$ cat config.mk
export PLATFORM = sky130hd
export DESIGN_NAME = draw_start_panel_flat
export DESIGN_NICKNAME = d
export VERILOG_FILES = /design/src/rtl/vga_pkg.sv /design/src/rtl/vga_if.sv /design/src/rtl/draw_start_panel_frame_ticker.sv /design/src/rtl/draw_start_panel.sv /design/src/flat_wrapper.sv
export SDC_FILE = /design/constraint.sdc
export NUM_CORES = 1
export LEC_CHECK = 0
export ABC_AREA = 1
export ABC_CLOCK_PERIOD_IN_PS = 6200
export CORE_UTILIZATION = 30
export CTS_CLUSTER_DIAMETER = 80
export CTS_CLUSTER_SIZE = 10
export DETAILED_ROUTE_END_ITERATION = 10
export DONT_BUFFER_PORTS = 1
export GPL_ROUTABILITY_DRIVEN = 0
export GPL_TIMING_DRIVEN = 0
export PLACE_DENSITY = 0.56
export REMOVE_ABC_BUFFERS = 1
export SLEW_MARGIN = 10
export SYNTH_ARGS = -nofsm -noshare
export SYNTH_HDL_FRONTEND = slang
export SYNTH_SLANG_ARGS = --single-unit
$ cat constraint.sdc
create_clock -name clk -period 6.2 [get_ports clk]
set_input_delay 0.31 -clock clk [delete_from_list [all_inputs] [get_ports clk]]
set_output_delay 0.31 -clock clk [all_outputs]
set_load 0.02 [all_outputs]
$ cat src/rtl/vga_pkg.sv
// Shared VGA constants and types for the flappy_bird draw_* layers.
package vga_pkg;

  localparam int HACT = 1024;
  localparam int VACT = 768;

  typedef logic [11:0] rgb_t;

  typedef enum logic [1:0] {
    HIDDEN,
    SLIDE_IN,
    SHOWN,
    SLIDE_OUT
  } panel_state_t;

endpackage

$ cat src/rtl/vga_if.sv
// VGA timing bus shared by the draw_* layers.
interface vga_if;

  logic [10:0] hcount;
  logic [10:0] vcount;
  logic        hsync;
  logic        vsync;
  logic        hblank;
  logic        vblank;

  modport in  (input  hcount, vcount, hsync, vsync, hblank, vblank);
  modport out (output hcount, vcount, hsync, vsync, hblank, vblank);

endinterface

$ cat src/rtl/draw_start_panel_frame_ticker.sv
// One-cycle frame pulse, registered from the top-left pixel of the timing bus.
module frame_ticker (
  input  logic        clk,
  input  logic        rst,
  input  logic [10:0] hcount,
  input  logic [10:0] vcount,
  output logic        frame_tick
);

  always_ff @(posedge clk) begin
    if (rst) frame_tick <= 1'b0;
    else     frame_tick <= (hcount == 11'd0) && (vcount == 11'd0);
  end

endmodule

$ cat src/rtl/draw_start_panel.sv
// Start-screen overlay: bordered panel with a blinking prompt strip that
// slides vertically in and out of view under show/hide control.
module draw_start_panel
  import vga_pkg::*;
#(
  parameter int unsigned X0           = 400,
  parameter int unsigned Y0           = 300,
  parameter int unsigned W            = 200,
  parameter int unsigned H            = 100,
  parameter int unsigned BORDER       = 4,
  parameter int unsigned PX           = 20,
  parameter int unsigned PY           = 40,
  parameter int unsigned PW           = 160,
  parameter int unsigned PH           = 20,
  parameter rgb_t        FILL_RGB     = 12'hF00,
  parameter rgb_t        BORDER_RGB   = 12'hFFF,
  parameter rgb_t        PROMPT_RGB   = 12'hFF0,
  parameter int unsigned BLINK_FRAMES = 30,
  parameter int unsigned SLIDE_OFF    = 256,
  parameter int unsigned SLIDE_STEP   = 8
) (
  input  logic clk,
  input  logic rst,
  vga_if.in    vin,
  input  logic show,
  input  logic hide,
  output rgb_t rgb,
  output logic valid,
  output logic active,
  output logic done
);

  localparam int CW = (BLINK_FRAMES > 1) ? $clog2(BLINK_FRAMES) : 1;

  localparam logic [11:0] X_L      = 12'(X0);
  localparam logic [11:0] X_R      = 12'(X0 + W);
  localparam logic [11:0] XB_L     = 12'(X0 + BORDER);
  localparam logic [11:0] XB_R     = 12'(X0 + W - BORDER);
  localparam logic [11:0] PX_L     = 12'(X0 + PX);
  localparam logic [11:0] PX_R     = 12'(X0 + PX + PW);
  localparam logic [11:0] Y0_L     = 12'(Y0);
  localparam logic [11:0] H_L      = 12'(H);
  localparam logic [11:0] BORDER_L = 12'(BORDER);
  localparam logic [11:0] PY_L     = 12'(PY);
  localparam logic [11:0] PH_L     = 12'(PH);
  localparam logic [11:0] OFF_MAX  = 12'(SLIDE_OFF);
  localparam logic [11:0] STEP     = 12'(SLIDE_STEP);
  localparam logic [CW-1:0] BLINK_LAST = CW'(BLINK_FRAMES - 1);

  panel_state_t  state;
  logic [11:0]   y_off;
  logic [CW-1:0] blink_cnt;
  logic          blink_on;
  logic          frame_tick;

  logic [11:0] h, v, top, bottom, p_top, p_bot;
  logic [12:0] out_sum;
  logic        in_panel, in_border, in_prompt;
  logic        unused_sync;

  assign unused_sync = ^{vin.hsync, vin.vsync, vin.hblank, vin.vblank};

  frame_ticker u_ticker (
    .clk        (clk),
    .rst        (rst),
    .hcount     (vin.hcount),
    .vcount     (vin.vcount),
    .frame_tick (frame_tick)
  );

  assign out_sum = {1'b0, y_off} + {1'b0, STEP};
  assign active  = (state != HIDDEN);

  // Requests change state at once; y_off only moves on frame_tick so a frame never tears.
  always_ff @(posedge clk) begin
    if (rst) begin
      state <= HIDDEN;
      y_off <= OFF_MAX;
      done  <= 1'b0;
    end else begin
      done <= 1'b0;
      case (state)
        HIDDEN: if (show && !hide) state <= SLIDE_IN;
        SLIDE_IN: begin
          if (hide) begin
            state <= SLIDE_OUT;
          end else if (frame_tick) begin
            if (y_off <= STEP) begin
              y_off <= 12'd0;
              state <= SHOWN;
              done  <= 1'b1;
            end else begin
              y_off <= y_off - STEP;
            end
          end
        end
        SHOWN: if (hide) state <= SLIDE_OUT;
        SLIDE_OUT: begin
          if (show && !hide) begin
            state <= SLIDE_IN;
          end else if (frame_tick) begin
            if (out_sum >= {1'b0, OFF_MAX}) begin
              y_off <= OFF_MAX;
              state <= HIDDEN;
              done  <= 1'b1;
            end else begin
              y_off <= out_sum[11:0];
            end
          end
        end
        default: state <= HIDDEN;
      endcase
    end
  end

  // Outside SHOWN the counter is parked, so entering SHOWN starts a fresh "on" phase.
  always_ff @(posedge clk) begin
    if (rst || state != SHOWN) begin
      blink_cnt <= '0;
      blink_on  <= 1'b1;
    end else if (frame_tick) begin
      if (blink_cnt == BLINK_LAST) begin
        blink_cnt <= '0;
        blink_on  <= ~blink_on;
      end else begin
        blink_cnt <= blink_cnt + CW'(1);
      end
    end
  end

  always_comb begin
    h         = {1'b0, vin.hcount};
    v         = {1'b0, vin.vcount};
    top       = Y0_L + y_off;
    bottom    = top + H_L;
    p_top     = top + PY_L;
    p_bot     = p_top + PH_L;
    in_panel  = (h >= X_L) && (h < X_R) && (v >= top) && (v < bottom);
    in_border = in_panel && ((h < XB_L) || (h >= XB_R) ||
                             (v < top + BORDER_L) || (v >= bottom - BORDER_L));
    in_prompt = (h >= PX_L) && (h < PX_R) && (v >= p_top) && (v < p_bot);
  end

  always_ff @(posedge clk) begin
    if (rst || state == HIDDEN) begin
      rgb   <= '0;
      valid <= 1'b0;
    end else if (in_border) begin
      rgb   <= BORDER_RGB;
      valid <= 1'b1;
    end else if (in_prompt && blink_on) begin
      rgb   <= PROMPT_RGB;
      valid <= 1'b1;
    end else if (in_panel) begin
      rgb   <= FILL_RGB;
      valid <= 1'b1;
    end else begin
      rgb   <= '0;
      valid <= 1'b0;
    end
  end

endmodule
$ cat src/flat_wrapper.sv
// flat-port wrapper written by rule: the top's interface ports become plain ports
module draw_start_panel_flat import vga_pkg::*;
#(
  parameter int unsigned X0           = 400,
  parameter int unsigned Y0           = 300,
  parameter int unsigned W            = 200,
  parameter int unsigned H            = 100,
  parameter int unsigned BORDER       = 4,
  parameter int unsigned PX           = 20,
  parameter int unsigned PY           = 40,
  parameter int unsigned PW           = 160,
  parameter int unsigned PH           = 20,
  parameter rgb_t        FILL_RGB     = 12'hF00,
  parameter rgb_t        BORDER_RGB   = 12'hFFF,
  parameter rgb_t        PROMPT_RGB   = 12'hFF0,
  parameter int unsigned BLINK_FRAMES = 30,
  parameter int unsigned SLIDE_OFF    = 256,
  parameter int unsigned SLIDE_STEP   = 8
)
  (clk, rst, show, hide, rgb, valid, active, done, vin_hcount, vin_vcount, vin_hsync, vin_vsync, vin_hblank, vin_vblank);
  vga_if vin_i ();
  input  logic clk;
  input  logic rst;
  input  logic show;
  input  logic hide;
  output rgb_t rgb;
  output logic valid;
  output logic active;
  output logic done;
  input wire logic [$bits(vin_i.hcount)-1:0] vin_hcount;
  input wire logic [$bits(vin_i.vcount)-1:0] vin_vcount;
  input wire logic [$bits(vin_i.hsync)-1:0] vin_hsync;
  input wire logic [$bits(vin_i.vsync)-1:0] vin_vsync;
  input wire logic [$bits(vin_i.hblank)-1:0] vin_hblank;
  input wire logic [$bits(vin_i.vblank)-1:0] vin_vblank;
  assign vin_i.hcount = vin_hcount;
  assign vin_i.vcount = vin_vcount;
  assign vin_i.hsync = vin_hsync;
  assign vin_i.vsync = vin_vsync;
  assign vin_i.hblank = vin_hblank;
  assign vin_i.vblank = vin_vblank;
  draw_start_panel #(.X0(X0), .Y0(Y0), .W(W), .H(H), .BORDER(BORDER), .PX(PX), .PY(PY), .PW(PW), .PH(PH), .FILL_RGB(FILL_RGB), .BORDER_RGB(BORDER_RGB), .PROMPT_RGB(PROMPT_RGB), .BLINK_FRAMES(BLINK_FRAMES), .SLIDE_OFF(SLIDE_OFF), .SLIDE_STEP(SLIDE_STEP)) u_core (.clk(clk), .rst(rst), .vin(vin_i), .show(show), .hide(hide), .rgb(rgb), .valid(valid), .active(active), .done(done));
endmodule
======== After elaboration in Yosys (flattened, before gate mapping) ========
Index checks and enable logic that the tools add are counted.
word-level totals
  flip-flop bits (word level) ............. 35
  input bits .............................. 30
  output and inout port bits .............. 15
  logic and storage cells ................. 101
operators by class
  add/subtract/negate cells ............... 9
  magnitude comparators ................... 14
  eq/ne operators ......................... 15
  multiplexer cells ....................... 30
  bitwise logic cells ..................... 1
  reduce and logical (&&, ||, !) cells .... 24
operators by type and width
  operator               count
  $mux 12                9
  $ge 11x12->1           3
  $lt 11x12->1           3
  $pmux 12 s2            1
  $ge 11x9->1 const B    2
  $logic_not 11->1       2
  $lt 11x10->1 const B   2
  $mux 2                 8
  $add 12x4->13 const B  1
  $ge 13x9->1 const B    1
  $add 12x3->12 const B  1
  $add 12x5->12 const B  1
  $add 12x6->12 const B  1
  $add 12x7->12 const B  1
  $add 9x12->12 const A  1
  $le 12x4->1 const B    1
  $ne 2x2->1 const B     6
  $sub 12x3->12 const B  1
  $sub 12x4->12 const B  1
  $ge 11x10->1 const B   1
  $lt 11x9->1 const B    1
  $logic_and 1x1->1      10
  $mux 1                 9
  $pmux 2 s4             1
  other kinds (18)       25

======== Depth between registers and ports, before layout ========
Gate-level depths: netlist of run 1.
  depth after elaboration ................. 8
  depth in mapped cells ................... 25
  depth with buffers taken out ............ 25

======== By module ========
A second synthesis of run 1 with hierarchy kept.
unflattened totals
  cell total of the unflattened synthesis .. 587
  area total of the unflattened synthesis .. 3774.9 µm²
modules (own cells, without submodules)
  module            instances  cells each  area each (µm²)  sequential area each (µm²)
  draw_start_panel  1          565         3671.0           420.4
  frame_ticker      1          22          103.8            20.0

======== Least setup slack after synthesis of run 1 ========
No wires, ideal clock.
  path type ............................... reg-to-reg
  start point ............................. register u_core.y_off[3]
  end point ............................... register u_core.rgb[7]
  library setup time ...................... 0.114 ns
  arrival ................................. 3.029 ns
  data required time ...................... 6.086 ns
  slack ................................... 3.058 ns
  cell stages (with the launch flop) ...... 23
  buffers on the path ..................... 0
  period minus slack after synthesis ...... 3.142 ns
  cell sequence ........................... dfxtp_1 > inv_1 > ha_1 > ha_1 > inv_1 > ha_1 > nand2_1 > nor2_4 > xnor2_1 > inv_1 > ha_1 > nand4_1 > o21ai_0 > o21bai_1 > nand2_1 > nand2_1 > nand2_1 > nand2_1 > nand2_1 > nand3_1 > nand2_1 > nand2_1 > nand2_1
between the ends
  word-level cells in the longest chain between the ends .. 8
  elaborated cells between the ends (all ways) .. 22
  classes of those cells .................. add/sub (6); order compare (6); mux (2); reduce/logical (8)
RTL lines
  item                                               line                                              source
  from (decl)                                        draw_start_panel.sv:51                            logic [11:0] y_off;
  from (signal assigned)                             draw_start_panel.sv:93                            y_off <= y_off - STEP;
  from (signal assigned)                             draw_start_panel.sv:107                           y_off <= out_sum[11:0];
  $add 9x12->12 (*)                                  draw_start_panel.sv:134                           top = Y0_L + y_off;
  $add 12x6->12                                      draw_start_panel.sv:136                           p_top = top + PY_L;
  $add 12x5->12 or $ge 11x12->1 (tied branches)      draw_start_panel.sv:137, draw_start_panel.sv:141
  $lt 11x12->1 or $logic_and 1x1->1 (tied branches)  draw_start_panel.sv:141                           in_prompt = (h >= PX_L) && (h < PX_R) && (v >= p_top) && (v < p_bot);
  $logic_and 1x1->1                                  draw_start_panel.sv:141
  $logic_and 1x1->1                                  draw_start_panel.sv:151                           end else if (in_prompt && blink_on) begin
  $mux 12                                            draw_start_panel.sv:151
  $mux 12 (*)                                        draw_start_panel.sv:148                           end else if (in_border) begin
  to (signal assigned)                               draw_start_panel.sv:149                           rgb <= BORDER_RGB;
  to (signal assigned)                               draw_start_panel.sv:152                           rgb <= PROMPT_RGB;
  to (signal assigned)                               draw_start_panel.sv:155                           rgb <= FILL_RGB;
  to (decl)                                          draw_start_panel.sv:27                            output rgb_t rgb,
Mark *: on every way between the ends. The rest lies on a longest branch, timed or not.
A chain may end at the register's enable or synchronous reset.

======== Worst setup path in the final report of run 1 ========
Ends and elaborated chain as after synthesis.

==> impl_metrics.py, run 1 <==
metrics = {
    "cts": {
        "tritoncts": "done",
        "root_buffer": "clkbuf_16",
        "ctsResizeCount": 0,
        "cts_sinks": 22,
        "cts_inserted_buffers": 3,
        "htree_levels": 1,
        "clk_latency_ps": 260,
        "path_clk_slew_ps": 60,
        "cts_hold_buf": 0,
        "clockBufferDepth": 2,
        "postCtsSetupBuffers": 0,
    },
    "placement": {
        "io_buffers": 0,
        "pre_cts_ws_ps": 2430,
        "dpl.hpwl_um": 7670,
    },
    "global_routing": {
        "grt_pass1_vias": 3442,
        "grt_max_degree": 14,
        "grt_usage": 0.157,
        "antenna_found_initial": 0,
        "grt_pass1_wl_um": 15900,
        "overflow": 0,
    },
    "sta": {
        "setup_slack_ps": 2440,
        "min_period_over_period": 0.606,
        "drv_slew": 0,
        "fin_crit_ps": 3760,
        "slew_headroom": 0.366,
        "finalSetupTns_ps": 0,
        "rsz0062_at_grt": "false",
        "fmax_mhz": 266,
        "finClkSkew_ps": 5.79,
        "max_slew.worst_pin.slew_ps": 950,
        "finalHoldViolCount": 0,
        "setup_violations": 0,
    },
    "status": {
        "violations": "design-rule violations",
        "status": "finished, violations left",
    },
    "power": {
        "ir_worst_vdd_v": 0.000128,
        "power_density_nw_per_um2": 124,
        "power.leakage_nw": 1.84,
    },
    "run": {
        "cap_violations": 0,
    },
    "finish": {
        "area_growth_pct": 5.66,
        "seqCellArea_sq_um": 440,
        "multiInputGateArea_sq_um": 2760,
        "nets": 644,
        "drive_gt1_frac": 0.107,
        "antennaDiodeCount": 0,
        "fillerInstances": 1247,
    },
    "logic_synthesis": {
        "synth_top_family_by_area": "simple AND/OR/NAND/NOR gates",
        "synth-simple-area-share": 0.383,
        "synth-adder-area-share": 0.211,
        "synthesis.area_per_instance_sq_um": 6.48,
        "yosysSeqAreaShare": 0.122,
        "synth_xor_area_frac": 0.0670,
        "muxShareOfSynthArea": 0,
        "synthCells": 559,
        "yosys_register_bits": 22,
        "synth_compound_area_frac": 0.102,
        "synthDistinctLibCells": 38,
        "synthesis.area_sq_um": 3620,
        "synth_warnings": 0,
    },
    "drt": {
        "viasPerCell": 4.93,
        "wl_um": 9110,
        "post_drt_wl_per_cell_um": 13.1,
        "drt_iter0_markers": 130,
        "drc": 5,
        "detail-route-antenna-nets": 0,
        "drt_pass1_iterations": 8,
        "via_count": 3425,
    },
    "floorplanning": {
        "initial_utilization": 0.312,
        "core_area_sq_um": 11600,
        "ios": 45,
        "rows": 39,
        "die_x_um": 112,
        "chipHeight_um": 112,
        "die_area_sq_um": 12500,
    },
    "worst_setup_path": {
        "crit_type": "register to register",
        "cp-end-kind": "register",
        "arrival_ps": 3910,
        "cp-start-kind": "register",
        "worst-path-max-fanout": 11,
        "cp.required_ps": 6350,
    },
    "min_path": {
        "hold_class": "input pin to register",
    },
}
## power by group
group | total, mW | leakage (nW) | switching [mW] | internal, mW
Combinational | 0.129 | 1.61 | 0.0838 | 0.0451
Sequential | 0.161 | 0.178 | 0.0115 | 0.149
Clock | 0.185 | 0.0511 | 0.0564 | 0.128
## synth_stat cells
master | instances | area [sq um]
nand2_1 | 128 | 480
inv_1 | 77 | 289
ha_1 | 61 | 763
nand3_1 | 38 | 190
nor2_1 | 35 | 131
a21oi_1 | 23 | 115
o21ai_0 | 23 | 115
dfxtp_1 | 22 | 440
xor2_1 | 22 | 193
nand2_2 | 19 | 119
nand4_1 | 17 | 106
nor3_1 | 16 | 80.1
inv_2 | 11 | 41.3
buf_4 | 10 | 75.1
nand2_4 | 8 | 90.1
o21bai_1 | 5 | 37.5
nor2_4 | 4 | 45.0
nor4_1 | 4 | 25.0
or2_2 | 4 | 25.0
nand3b_1 | 3 | 22.5
o211ai_1 | 3 | 22.5
a221oi_1 | 2 | 17.5
a31oi_1 | 2 | 12.5
nor2_2 | 2 | 12.5
nor3_2 | 2 | 20.0
o21ai_1 | 2 | 10.0
o31ai_1 | 2 | 15.0
or4_1 | 2 | 15.0
xnor2_1 | 2 | 17.5
xor2_2 | 2 | 32.5
a211oi_1 | 1 | 7.51
and2_1 | 1 | 6.26
clkbuf_1 | 1 | 3.75
clkinv_1 | 1 | 3.75
inv_4 | 1 | 6.26
nor2_8 | 1 | 20.0
o21a_1 | 1 | 7.51
o21ai_2 | 1 | 8.76
## kinds of logic after synthesis
kind of cell / Yosys count
simple gates: 284
fa+ha+maj: 61
compound gates: 65
buf+inv: 101
flops: 22
xor+xnor: 26
## flip-flops by register name, summed over array words and instances, names as in the netlist
register and flops:
u_core.y_off 9, u_core.u_ticker.frame_tick 1, u_core.blink_cnt 5, u_core.done 1, u_core.blink_on 1, u_core.rgb 3
u_core.state 2
## critical path, stage by stage, from the launching register on
cell      delay [ps]
dfxtp_1          570
inv_1            330
ha_1             450
ha_1             350
inv_1            140
ha_1             200
nand2_1          100
nor2_4           150
xnor2_1          130
inv_1             60
ha_1             300
nand4_1          100
o21ai_0           80
o21bai_1         150
nand2_1           70
nand2_1           60
nand2_1           50
nand2_1           50
nand2_1           50
nand3_1           70
nand2_1           50
nand2_1           80
nand2_1           50
## metal layers
metal / vias to the layer above / global-route usage / part of all wire
li1: 1794 / - / -
met1: 1557 / 0.196 / 0.48
met2: 63 / 0.280 / 0.47
met3: 11 / 0.0240 / 0.036
met4: 0 / 0.0378 / 0.015
met5: - / 0 / 0
## final cells by class
class	instances	share of cell area
well taps	143	0.0467
clock buffers	3	0.0196
clock inverters	1	0.00784
flip-flops and latches	22	0.115
multi-input cells	436	0.722
inverters	90	0.0889
## per-stage QoR
step / area [sq um] / instances / total power, mW / util / hold WS (ps)
6_report: 3830 / 695 / 0.474 / 0.330 / 109
5_1_grt: 3830 / 695 / 0.516 / 0.330 / 95.2
4_1_cts: 3830 / 695 / 0.485 / 0.330 / 100
3_5_place_dp: 3720 / 691 / 0.293 / 0.321 / 391
3_3_place_gp: 3720 / 691 / 0.289 / 0.321 / 388
2_1_floorplan: 3540 / 548 / 0.265 / - / 379
## layout by cell type (no fill, tap or decap), drive strengths merged
cell type and instances:
nand3b 3, o211ai 3, nor2 42, inv 89, bufinv 1, a21oi 23, ha 61, nand3 38
clkbuf 3, or4 2, a31oi 2, and2 1, o21bai 5, a211oi 1, nand4 17, xnor2 2
o21ai 26, dfxtp 22, nand2 155, nor4 4, nor3 18, or2 4, a221oi 2, xor2 24
o31ai 2, o21a 1, clkinv 1
## worst paths after layout
path                         endpoint  slack, ps           startpoint  depth (start not counted)
hold / removal            u_core.done        110                  rst                          1
setup / recovery        u_core.rgb[7]       2440      u_core.y_off[3]                         22
setup reg to reg        u_core.rgb[7]       2440      u_core.y_off[3]                         22
hold reg to reg   u_core.blink_cnt[1]        520  u_core.blink_cnt[1]                          2
(Power assumes the default switching activity.)
==> run 2: changes to the inputs <==
Settings changed: ABC_CLOCK_PERIOD_IN_PS 6200 to 3790.
Clock period 6.2 ns to 3.79 ns, I/O delays scaled along.
==> impl_metrics.py, run 2 (synthesized netlist as in run 1, its figures left out) <==
metrics = {
    "status": {
        "status": "finished, violations left",
        "violations": "design-rule violations",
    },
    "global_routing": {
        "antenna_found_initial": 0,
        "grt_util_met3": 0.0245,
        "met2_usage": 0.281,
        "grt_pass1_vias": 3440,
        "grt.busiest_layer": "met2",
        "grt_usage": 0.158,
        "grt_pass1_wl_um": 16000,
        "use_met1": 0.197,
        "overflow": 0,
        "grt_max_degree": 14,
    },
    "sta": {
        "max_slew.worst_pin.slew_ps": 950,
        "setup_violations": 0,
        "finalHoldViolCount": 0,
        "fmax_mhz": 290,
        "whs_ps": 39.5,
        "min_period_over_period": 0.910,
        "finClkSkew_ps": 7.32,
        "finalSetupTns_ps": 0,
        "drv_slew": 0,
        "fin_crit_ps": 3450,
        "slew_headroom": 0.366,
    },
    "worst_setup_path": {
        "crit_start": "u_core.y_off[3]",
        "crit_slowest_cell": "dfxtp_2",
        "crit_type": "register to register",
        "worstReg2RegStart": "u_core.y_off[3]",
        "critical_path.cell_chain": "clkinvlp_4 -> ha_1 -> ha_1 -> inv_1 -> ha_1 -> nand2_1 -> nor2_4 -> xnor2_1 -> inv_1 -> ha_1 -> nand4_1 -> o21ai_0 -> o21bai_1 -> nand2_1 -> nand2_1 -> nand2_1 -> nand2_1 -> nand2_1 -> nand3_1 -> nand2_1 -> nand2_1 -> nand2_1",
        "cp.required_ps": 3940,
        "critical_path.top_delay_family": "adder cells",
        "ff2ff_path_depth": 22,
        "path_buf_inv": 3,
        "timing.rr.end": "u_core.rgb[7]",
        "arrival_ps": 3600,
        "cp-start-kind": "register",
        "worst-path-max-fanout": 11,
        "crit_path_max_incr_delay_ps": 490,
        "rrSetupSlack_ps": 340,
        "cp-end-kind": "register",
        "cp_common_cell": "nand2_1",
    },
    "finish": {
        "largest_register": "u_core.y_off",
        "nets": 647,
        "top_regs": "u_core.y_off (9), u_core.blink_cnt (5), u_core.rgb (3)",
        "finalNonFillerCells": 698,
        "layout_commonest_cell": "nand2_1",
        "final_cell_mix": "nand2_1, inv_1, ha_1",
        "antennaDiodeCount": 0,
        "design_area_sq_um": 3860,
        "drive_gt1_frac": 0.114,
        "fillerInstances": 1245,
        "area_growth_pct": 6.49,
        "largest_reg_flops": 9,
    },
    "placement": {
        "dp.cells": 691,
        "dpl_cell_area_sq_um": 3720,
        "dpl.hpwl_um": 7670,
        "io_buffers": 0,
    },
    "floorplanning": {
        "core_area_sq_um": 11600,
        "chipHeight_um": 112,
        "rows": 39,
        "die_area_sq_um": 12500,
        "initial_utilization": 0.312,
        "ios": 45,
        "die_x_um": 112,
    },
    "drt": {
        "viasPerCell": 4.94,
        "via_count": 3449,
        "post_drt_wl_per_cell_um": 13.1,
        "wl_um": 9160,
        "drc": 5,
        "drt_pass1_iterations": 7,
        "detail-route-antenna-nets": 0,
        "drt_iter0_markers": 114,
    },
    "cts": {
        "cts_sinks": 22,
        "root_buffer": "clkbuf_16",
        "htree_levels": 1,
        "tritoncts": "done",
        "cts_inserted_buffers": 3,
        "clockBufferDepth": 2,
        "path_clk_slew_ps": 70,
        "clk_latency_ps": 260,
    },
    "power": {
        "total_power_mw": 0.781,
        "ir_worst_vdd_v": 0.000212,
        "power_density_nw_per_um2": 202,
        "power.leakage_nw": 1.86,
    },
    "min_path": {
        "hold_class": "input pin to register",
        "min-delay-start": "rst",
        "whs_endpoint": "u_core.blink_on",
        "whs_path_depth": 2,
    },
    "run": {
        "cap_violations": 0,
    },
}
==> run 2: cell types whose count changed in the layout (fill, tap and decap cells not counted) <==
| cell | previous run | this run |
|---|---|---|
| dfxtp_2 | 0 | 1 |
| buf_4 | 0 | 2 |
| dfxtp_1 | 22 | 21 |
| dlygate4sd3_1 | 0 | 1 |
| clkinvlp_4 | 0 | 1 |
| inv_1 | 77 | 76 |
==> run 2: layout make-up <==
class	count	area (sq um)	area share
tap	143	179	0.0464
inverter	90	344	0.0892
timing repair buffer	3	25.0	0.00649
multi-input combinational	436	2760	0.716
clock buffer	3	75.1	0.0195
sequential	22	442	0.114
clock inverter	1	30.0	0.00778
==> run 2: worst max path at each step <==
stage	end	cells after the start
floorplan	u_core.rgb[7]	22
global placement	u_core.rgb[7]	22
detailed placement	u_core.rgb[7]	22
CTS	u_core.rgb[7]	22
global route	u_core.rgb[7]	22
finish	u_core.rgb[7]	22
==> run 2: timing repair <==
item,4_1_cts,5_1_grt
pin swaps,0,0
endpoints found under the setup margin,1,2
setup buffers,0,2
gates resized for setup,1,1
hold buffers,1,0
hold endpoints to repair,4,0
==> run 2: layer usage <==
layer | vias to the layer above | wire length (um)
li1 | 1803 | -
met1 | 1558 | 4330
met2 | 77 | 4250
met3 | 11 | 448
met4 | 0 | 132
met5 | - | 0
==> run 2: per-stage QoR <==
stage,setup WS [ps],utilization
final,343,0.332
after global routing,-8.38,0.332
after CTS,192,0.331
after detailed placement,17.1,0.321
after global placement,63.3,0.321
after floorplan,648,-
==> run 2: worst register-to-register path: cells and delay by family (launching register included) <==
kind / cells / cell delay [ps]
adder cells (fa/ha/maj): 4 / 1240
AND/OR/NAND/NOR: 12 / 860
flip-flops: 1 / 490
buffers and inverters: 3 / 370
AO/OA/AOI/OAI: 2 / 230
XOR/XNOR: 1 / 130
==> run 2: power breakdown <==
part | total, mW | switching (mW) | internal [mW]
Clock | 0.305 | 0.0945 | 0.210
Sequential | 0.263 | 0.0188 | 0.244
Combinational | 0.213 | 0.138 | 0.0746
==> run 3: changes to the inputs <==
Settings changed: CORE_UTILIZATION 30 to 56, PLACE_DENSITY 0.56 to 0.83.
==> impl_metrics.py, run 3 (synthesized netlist as in run 1, its figures left out) <==
metrics = {
    "sta": {
        "fmax_mhz": 292,
        "min_period_over_period": 0.903,
        "drv_slew": 0,
        "whs_ps": 63.6,
        "finalHoldViolCount": 0,
        "fin_crit_ps": 3420,
        "setup_violations": 0,
        "slew_headroom": 0.370,
        "finalSetupTns_ps": 0,
        "rsz0062_at_grt": "false",
        "setup_slack_ps": 366,
        "max_slew.worst_pin.slew_ps": 944,
        "finClkSkew_ps": 4.04,
    },
    "finish": {
        "top_regs": "u_core.y_off (9), u_core.blink_cnt (5), u_core.rgb (3)",
        "finalNonFillerCells": 629,
        "design_area_sq_um": 3730,
        "drive_gt1_frac": 0.112,
        "largest_reg_flops": 9,
        "nets": 646,
        "layout_commonest_cell": "nand2_1",
        "final_cell_mix": "nand2_1, inv_1, ha_1",
        "largest_register": "u_core.y_off",
        "final_core_util": 0.613,
        "area_growth_pct": 3.07,
        "antennaDiodeCount": 0,
    },
    "cts": {
        "cts_sinks": 22,
        "root_buffer": "clkbuf_8",
        "htree_levels": 1,
        "path_clk_slew_ps": 90,
        "tritoncts": "done",
        "clockBufferDepth": 2,
        "cts_inserted_buffers": 3,
        "clk_latency_ps": 270,
    },
    "floorplanning": {
        "ios": 45,
        "rows": 28,
        "initial_utilization": 0.594,
        "chipHeight_um": 82.4,
        "core_area_sq_um": 6100,
        "die_area_sq_um": 6800,
        "die_x_um": 82.4,
    },
    "global_routing": {
        "grt_pass1_wl_um": 14800,
        "overflow": 0,
        "grt_max_degree": 14,
        "grt_usage": 0.283,
        "antenna_found_initial": 0,
        "grt_pass1_vias": 3371,
    },
    "power": {
        "power.leakage_nw": 1.84,
        "power_density_nw_per_um2": 189,
        "ir_worst_vdd_v": 0.000258,
        "total_power_mw": 0.706,
        "pwr-share-comb": 0.309,
        "p_seq_frac": 0.371,
        "p_int_mw": 0.460,
        "switching_share": 0.349,
        "power.switching_mw": 0.246,
        "pwr-share-clk": 0.321,
    },
    "worst_setup_path": {
        "crit_cells": 22,
        "cp_common_cell": "nand2_1",
        "cp-end-kind": "register",
        "arrival_ps": 3600,
        "cp.required_ps": 3960,
        "worstReg2RegStart": "u_core.y_off[4]",
        "crit_type": "register to register",
        "crit_path_max_incr_delay_ps": 460,
        "cp-start-kind": "register",
        "worst-path-max-fanout": 6,
        "path_buf_inv": 3,
        "ff2ff_path_depth": 22,
        "crit_start": "u_core.y_off[4]",
        "crit_slowest_cell": "dfxtp_1",
        "critical_path.top_delay_family": "adder cells",
        "critical_path.cell_chain": "inv_1 -> ha_1 -> ha_1 -> inv_1 -> ha_1 -> nand2_1 -> nor2_4 -> xnor2_1 -> inv_1 -> ha_1 -> nand4_1 -> o21ai_0 -> o21bai_1 -> nand2_1 -> nand2_1 -> nand2_1 -> nand2_1 -> nand2_1 -> nand3_1 -> nand2_1 -> nand2_1 -> nand2_1",
    },
    "placement": {
        "io_buffers": 0,
        "dpl_cell_area_sq_um": 3640,
        "dpl.hpwl_um": 6920,
        "pre_cts_ws_ps": 20.6,
        "dp.cells": 623,
    },
    "status": {
        "status": "complete, no violations",
    },
    "drt": {
        "via_count": 3482,
        "viasPerCell": 5.54,
        "drc": 0,
        "drt_pass1_iterations": 5,
        "detail-route-antenna-nets": 0,
        "post_drt_wl_per_cell_um": 13.7,
        "drt_iter0_markers": 249,
        "wl_um": 8600,
    },
    "min_path": {
        "min-delay-start": "rst",
        "hold_class": "input pin to register",
        "whs_path_depth": 2,
    },
    "run": {
        "cap_violations": 0,
    },
}
run 3: final timing paths:
path                               to  slack (ps)
setup / recovery        u_core.rgb[7]         370
setup reg to reg        u_core.rgb[7]         370
hold reg to reg   u_core.blink_cnt[0]         520
hold / removal        u_core.blink_on          60
run 3: timing repair:
item                                   in CTS  in global routing
hold buffers                                1                  0
setup endpoints to repair                   2                  2
resized for setup                           1                  2
buffers inserted                            0                  1
endpoints found under the hold margin       4                  0
run 3: power by group through the flow:
stage	logic, mW	registers, mW	clock network (mW)
2_1_floorplan	0.168	0.265	0
3_3_place_gp	0.203	0.266	0
3_5_place_dp	0.212	0.267	0
4_1_cts	0.215	0.262	0.228
5_1_grt	0.252	0.264	0.240
6_report	0.218	0.262	0.226
run 3: metal layers:
metal,global-route usage,up-vias,part of all wire
li1,-,1808,-
met1,0.329,1570,0.44
met2,0.518,90,0.50
met3,0.0505,14,0.043
met4,0.0930,0,0.014
met5,0,-,0
run 3: layout make-up:
class / count / area, sq um
Tap cell: 75 / 93.8
Multi-Input combinational cell: 436 / 2760
Clock inverter: 1 / 30.0
Sequential cell: 22 / 444
Timing Repair Buffer: 2 / 17.5
Fill cell: 571 / 2360
Inverter: 90 / 344
Clock buffer: 3 / 41.3
